**config.mk**
```make
export PLATFORM = sky130hd
export DESIGN_NAME = prescale_cnt
export DESIGN_NICKNAME = d
export VERILOG_FILES = /design/src/rtl/prescale_cnt_pkg.sv /design/src/rtl/prescale_cnt_tick_gen.sv /design/src/rtl/prescale_cnt.sv
export SDC_FILE = /design/constraint.sdc
export NUM_CORES = 1
export LEC_CHECK = 0
export CAP_MARGIN = 20
export CELL_PAD_IN_SITES_DETAIL_PLACEMENT = 0
export CELL_PAD_IN_SITES_GLOBAL_PLACEMENT = 1
export CORE_ASPECT_RATIO = 0.6
export CORE_MARGIN = 5
export CORE_UTILIZATION = 38
export CTS_CLUSTER_SIZE = 14
export DETAILED_ROUTE_END_ITERATION = 10
export DONT_BUFFER_PORTS = 1
export PLACE_DENSITY = 0.63
export SYNTH_ARGS = -nofsm -noshare
export SYNTH_HDL_FRONTEND = slang
export SYNTH_HIERARCHICAL = 1
export SYNTH_SLANG_ARGS = --single-unit
```
**constraint.sdc**
```tcl
create_clock -name clk -period 4.6 [get_ports clk]
set_clock_uncertainty 0.2 [all_clocks]
set_input_delay 0.46 -clock clk [delete_from_list [all_inputs] [get_ports clk]]
set_output_delay 0.46 -clock clk [all_outputs]
set_load 0.03 [all_outputs]
```
**src/rtl/prescale_cnt_pkg.sv**
```systemverilog
// prescale_cnt_pkg: shared constants for the prescaled modulo counter.
package prescale_cnt_pkg;
  localparam logic MODE_WRAP = 1'b0;
  localparam logic MODE_SAT = 1'b1;
  localparam logic DIR_DOWN = 1'b0;
  localparam logic DIR_UP = 1'b1;
  localparam logic [31:0] DIV_50MHZ_1HZ = 32'd50_000_000;
endpackage

```
**src/rtl/prescale_cnt_tick_gen.sv**
```systemverilog
// tick_gen: clock-enable prescaler issuing one step every num enabled cycles.
module tick_gen #(
  parameter int DIV_W = 32
) (
  input  logic             clk,
  input  logic             rst_n,
  input  logic [DIV_W-1:0] num,
  input  logic             en,
  input  logic             clr,
  output logic             step
);
  logic [DIV_W-1:0] pre_cnt;
  // >= rather than == so a shrinking num takes effect immediately
  assign step = en & ~clr & ((num <= DIV_W'(1)) | (pre_cnt >= num - DIV_W'(1)));
  always_ff @(posedge clk or negedge rst_n)
    if (!rst_n) pre_cnt <= '0;
    else pre_cnt <= (clr | step) ? '0 : en ? pre_cnt + DIV_W'(1) : pre_cnt;
endmodule

```
**src/rtl/prescale_cnt.sv**
```systemverilog
// prescale_cnt: WIDTH-bit 0..MAX counter stepped by a built-in prescaler.
module prescale_cnt
  import prescale_cnt_pkg::*;
#(
  parameter int WIDTH = 6,
  parameter int MAX = 59,
  parameter int DIV_W = 32
) (
  input  logic             clk,
  input  logic             rst_n,
  input  logic [DIV_W-1:0] num,
  input  logic             en,
  input  logic             up,
  input  logic             mode,
  input  logic             load,
  input  logic [WIDTH-1:0] load_val,
  output logic [WIDTH-1:0] out,
  output logic             tick,
  output logic             tc
);
  localparam logic [WIDTH-1:0] TOP = WIDTH'(MAX);
  logic s, at_edge, tc_d;
  logic [WIDTH-1:0] out_d, edge_val;
  tick_gen #(.DIV_W(DIV_W)) u_tick (
    .clk(clk), .rst_n(rst_n), .num(num), .en(en), .clr(load), .step(s)
  );
  always_comb begin
    at_edge = (up == DIR_UP) ? (out >= TOP) : (out == '0);
    edge_val = (mode == MODE_SAT) ? ((up == DIR_UP) ? TOP : '0) : ((up == DIR_UP) ? '0 : TOP);
    out_d = out;
    tc_d = 1'b0;
    if (load) out_d = (load_val > TOP) ? TOP : load_val;
    else if (s) begin
      tc_d = at_edge;
      out_d = at_edge ? edge_val : (up == DIR_UP) ? out + WIDTH'(1) : out - WIDTH'(1);
    end
  end
  always_ff @(posedge clk or negedge rst_n)
    if (!rst_n) begin
      out <= '0;
      tick <= 1'b0;
      tc <= 1'b0;
    end else begin
      out <= out_d;
      tick <= s;
      tc <= tc_d;
    end
endmodule

```
==> results by group <==
Routing
  • Drt wl/cell: 17.01 um
  • Drt via density: 5.321
  • DR vias: 3033
  • Initial DRC Count: 213
  • DRT Pass-1 Iters: 4
  • ANT nets after route: 0
  • Final wirelength: 9697 um
  • DRC Markers: 0

Clock network
  • Total CTS buffers: 5
  • Clk root buf: clkbuf_16
  • # Post-CTS Setup Buffers: 0
  • Clock-pin slew on the worst setup and hold paths: 0.06 ns
  • H-tree Lvls: 2
  • Clock Latency Late Sink: 0.29 ns
  • Worst-case clock buffer depth: 2
  • CTS tree: yes
  • # clock sinks: 40

Layout
  • Final Non-Filler Cells: 570
  • Reg area: 0.001001 mm^2
  • Share of layout cells above drive strength 1: 9.773%
  • Area delta synth->final: 12.45%
  • Footprint of the multi-input gates: 0.002464 mm^2
  • Fill cells: 916
  • Layout net count: 523
  • Final design utilization: 43.69%
  • Final instance area: 0.004000 mm^2
  • Antenna diode count: 0

Yosys
  • Most numerous cell in the Yosys netlist: nor2_1
  • Sequential area share after synthesis: 28.14%
  • Post-synth top flop: dfrtp_1
  • Synth cell types: 60
  • Top cell type's share of synthesized area: 28.14%
  • Synth Area in Compound Gates: 10.06%
  • Syn Nets: 506
  • Avg Inst Size Synth: 8.429 um^2
  • Post-synth ARST share: 100.0%
  • Synth area leaders: dfrtp_1 (28%), ha_1 (14%), xnor2_1 (11%)
  • Top cells by count, synth: nor2_1 (71), xnor2_1 (45), dfrtp_1 (40)
  • Largest family of logic cells by synthesized area: simple AND/OR/NAND/NOR gates
  • #FFs+latches synth: 40
  • Post-Syn Instances: 422
  • Post-Synth Adder-Cell Area: 14.28%
  • Synth Area in XOR/XNOR: 15.51%
  • Post-Syn Area: 0.003557 mm^2
  • Yosys warnings: 6
  • Simple-Gate Fraction of Synth Area: 28.67%
  • Post-synth EDFFs: 0
  • Synth area leader: dfrtp_1
  • Mux contribution to synthesized area: 0%

Floorplan
  • Die Y-Extent: 84.95 um
  • Core area: 0.009155 mm^2
  • Initial Utilization: 38.85%
  • Rows: 27
  • DIE WIDTH: 134.9 um
  • I/O Pins: 52
  • Die ar.: 0.01146 mm^2

Critical path
  • R2R Setup Slk: 1.40 ns
  • Crit path kind: primary input to register
  • CP endpoint kind: register
  • CP Max Fanout: 6
  • Max incr delay on CP: 0.54 ns
  • CP required: 4.53 ns
  • Critical Path Most Common Cell: or4_4
  • Slowest CP cell: or4_4
  • CP Cell Sequence: or4_4, nor3_4, nand4_2, or4_4, or2_1, xor2_1, ha_1, nand4_1, nor4_2, nand2_1, a31oi_1, nor2_1, nor3_2, inv_1, a21oi_2, o311ai_1, nor3_1, a221oi_2
  • Arrival time worst endpoint: 4.24 ns
  • CP Launch Type: primary input

GRT
  • Number of global-route vias before repair: 2942
  • First-pass GRT wire length: 15970 um
  • Initial antenna violation count: 0
  • Largest net degree at the start of global routing: 41
  • GRT Util Overall: 17.74%
  • GR Overflow Total: 0

Placed design
  • Port bufs: 0
  • Placed insts: 560
  • GPL Wtd Cong: 0.8290
  • DP Area: 0.003795 mm^2
  • HPWL Detailed: 7704 um

Flow run
  • Max-cap violations: 0

STA
  • Max Transition Viols Final: 0
  • Worst Tran Pin Value: 0.9407 ns
  • Slew margin rel.: 36.71%
  • Highest clock rate: 232.0 MHz
  • Final period utilization: 93.71%
  • RSZ-0062 raised after global routing: no
  • Setup violators final: 0
  • Min Tclk post-route: 4.311 ns
  • Final Hold Fails: 0
  • Final setup TNS: 0 ns

Outcome
  • Run status: finished, final reports clean

Power and ir drop
  • Final Power: 910.9 uW
  • Worst VDD drop: 0.1170 mV
  • Pleak: 0.001597 uW
  • Power density over cell area: 227.7 mW/mm^2

Hold path
  • Worst hold path class: primary input to register
==> layout make-up <==
class / instances / share of cell area (%)
Clock buffer: 8 / 3.660
Tap cell: 130 / 4.066
Sequential cell: 40 / 25.02
Multi-Input combinational cell: 359 / 61.59
Timing Repair Buffer: 18 / 4.254
Inverter: 15 / 1.408
==> power breakdown <==
group	internal (uW)	switching [uW]	leakage, uW
registers	361	38.7	0.000546
logic	70.3	77.0	0.000980
clock network	217	147	0.0000712
==> what timing repair did <==
action | CTS | global route
hold buffers | 2 | 0
gates resized for setup | 0 | 5
endpoints found under the hold margin | 40 | 0
endpoints found under the setup margin | 0 | 2
==> stage by stage <==
stage | hold slack (ns) | worst slack [ns]
2_1_floorplan | -0.03559 | 0.1043
3_3_place_gp | -0.03419 | 0.002194
3_5_place_dp | -0.03443 | -0.09414
4_1_cts | 0.03271 | 0.2203
5_1_grt | 0.03832 | 0.01086
6_report | 0.04304 | 0.2893
==> sequential cells by signal, summed over array words and instances (netlist names) <==
name	count
tick	1
out	6
tc	1
u_tick/pre_cnt	32
==> cells in the final DEF (no fill, tap or decap), types with 2 or more instances in the layout <==
| cell type | n |
|---|---|
| a21o_1 | 3 |
| nand3_1 | 19 |
| a31oi_1 | 3 |
| a211oi_1 | 2 |
| or3_1 | 4 |
| or4_1 | 2 |
| buf_4 | 15 |
| inv_1 | 15 |
| and3_1 | 2 |
| nor4_1 | 7 |
| a311oi_1 | 2 |
| dfrtp_1 | 40 |
| xor2_1 | 18 |
| xnor2_1 | 45 |
| clkbuf_1 | 2 |
| nor3_2 | 3 |
| clkbuf_16 | 5 |
| nor2b_1 | 2 |
| nand4_1 | 12 |
| o31ai_1 | 2 |
| ha_1 | 39 |
| o21ai_0 | 7 |
| or4_4 | 4 |
| nand2_1 | 35 |
| a21oi_1 | 20 |
| nor4_2 | 2 |
| nor3_1 | 23 |
| nand2b_1 | 2 |
| nor2_1 | 71 |
==> cell families after synthesis <==
logic type      after synthesis
simple gates                202
flops                        40
compound gates               54
xor+xnor                     63
fa+ha+maj                    40
buf+inv                      23
==> metal layers <==
| metal | GRT usage (%) | share of wire [%] | up-vias |
|---|---|---|---|
| met5 | 0 | 0 | - |
| met4 | 3.604 | 0.97 | 0 |
| li1 | - | - | 1536 |
| met3 | 5.746 | 7.9 | 9 |
| met1 | 27.45 | 53 | 1420 |
| met2 | 23.54 | 38 | 68 |
==> worst max-delay path: cells and delay by family <==
kind                     cells  cell delay (ns)
XOR/XNOR                     1             0.14
AND/OR/NAND/NOR             11             2.78
AO/OA/AOI/OAI                4             0.49
buffers and inverters        1             0.09
adder cells (fa/ha/maj)      1             0.29
==> worst paths after layout <==
path | startpoint | end | cells past startpoint
setup / recovery | num[2] | out[5]$_DFFE_PN0P_ | 18
max in group asynchronous | rst_n | u_tick/pre_cnt[26]$_DFFE_PN0P_ | 2
setup reg to reg | u_tick/pre_cnt[15]$_DFFE_PN0P_ | out[5]$_DFFE_PN0P_ | 13
hold / removal | load | tc$_DFF_PN0_ | 1
hold reg to reg | u_tick/pre_cnt[31]$_DFFE_PN0P_ | u_tick/pre_cnt[31]$_DFFE_PN0P_ | 2
min in group asynchronous | rst_n | u_tick/pre_cnt[10]$_DFFE_PN0P_ | 2
(Power assumes the default switching activity.)
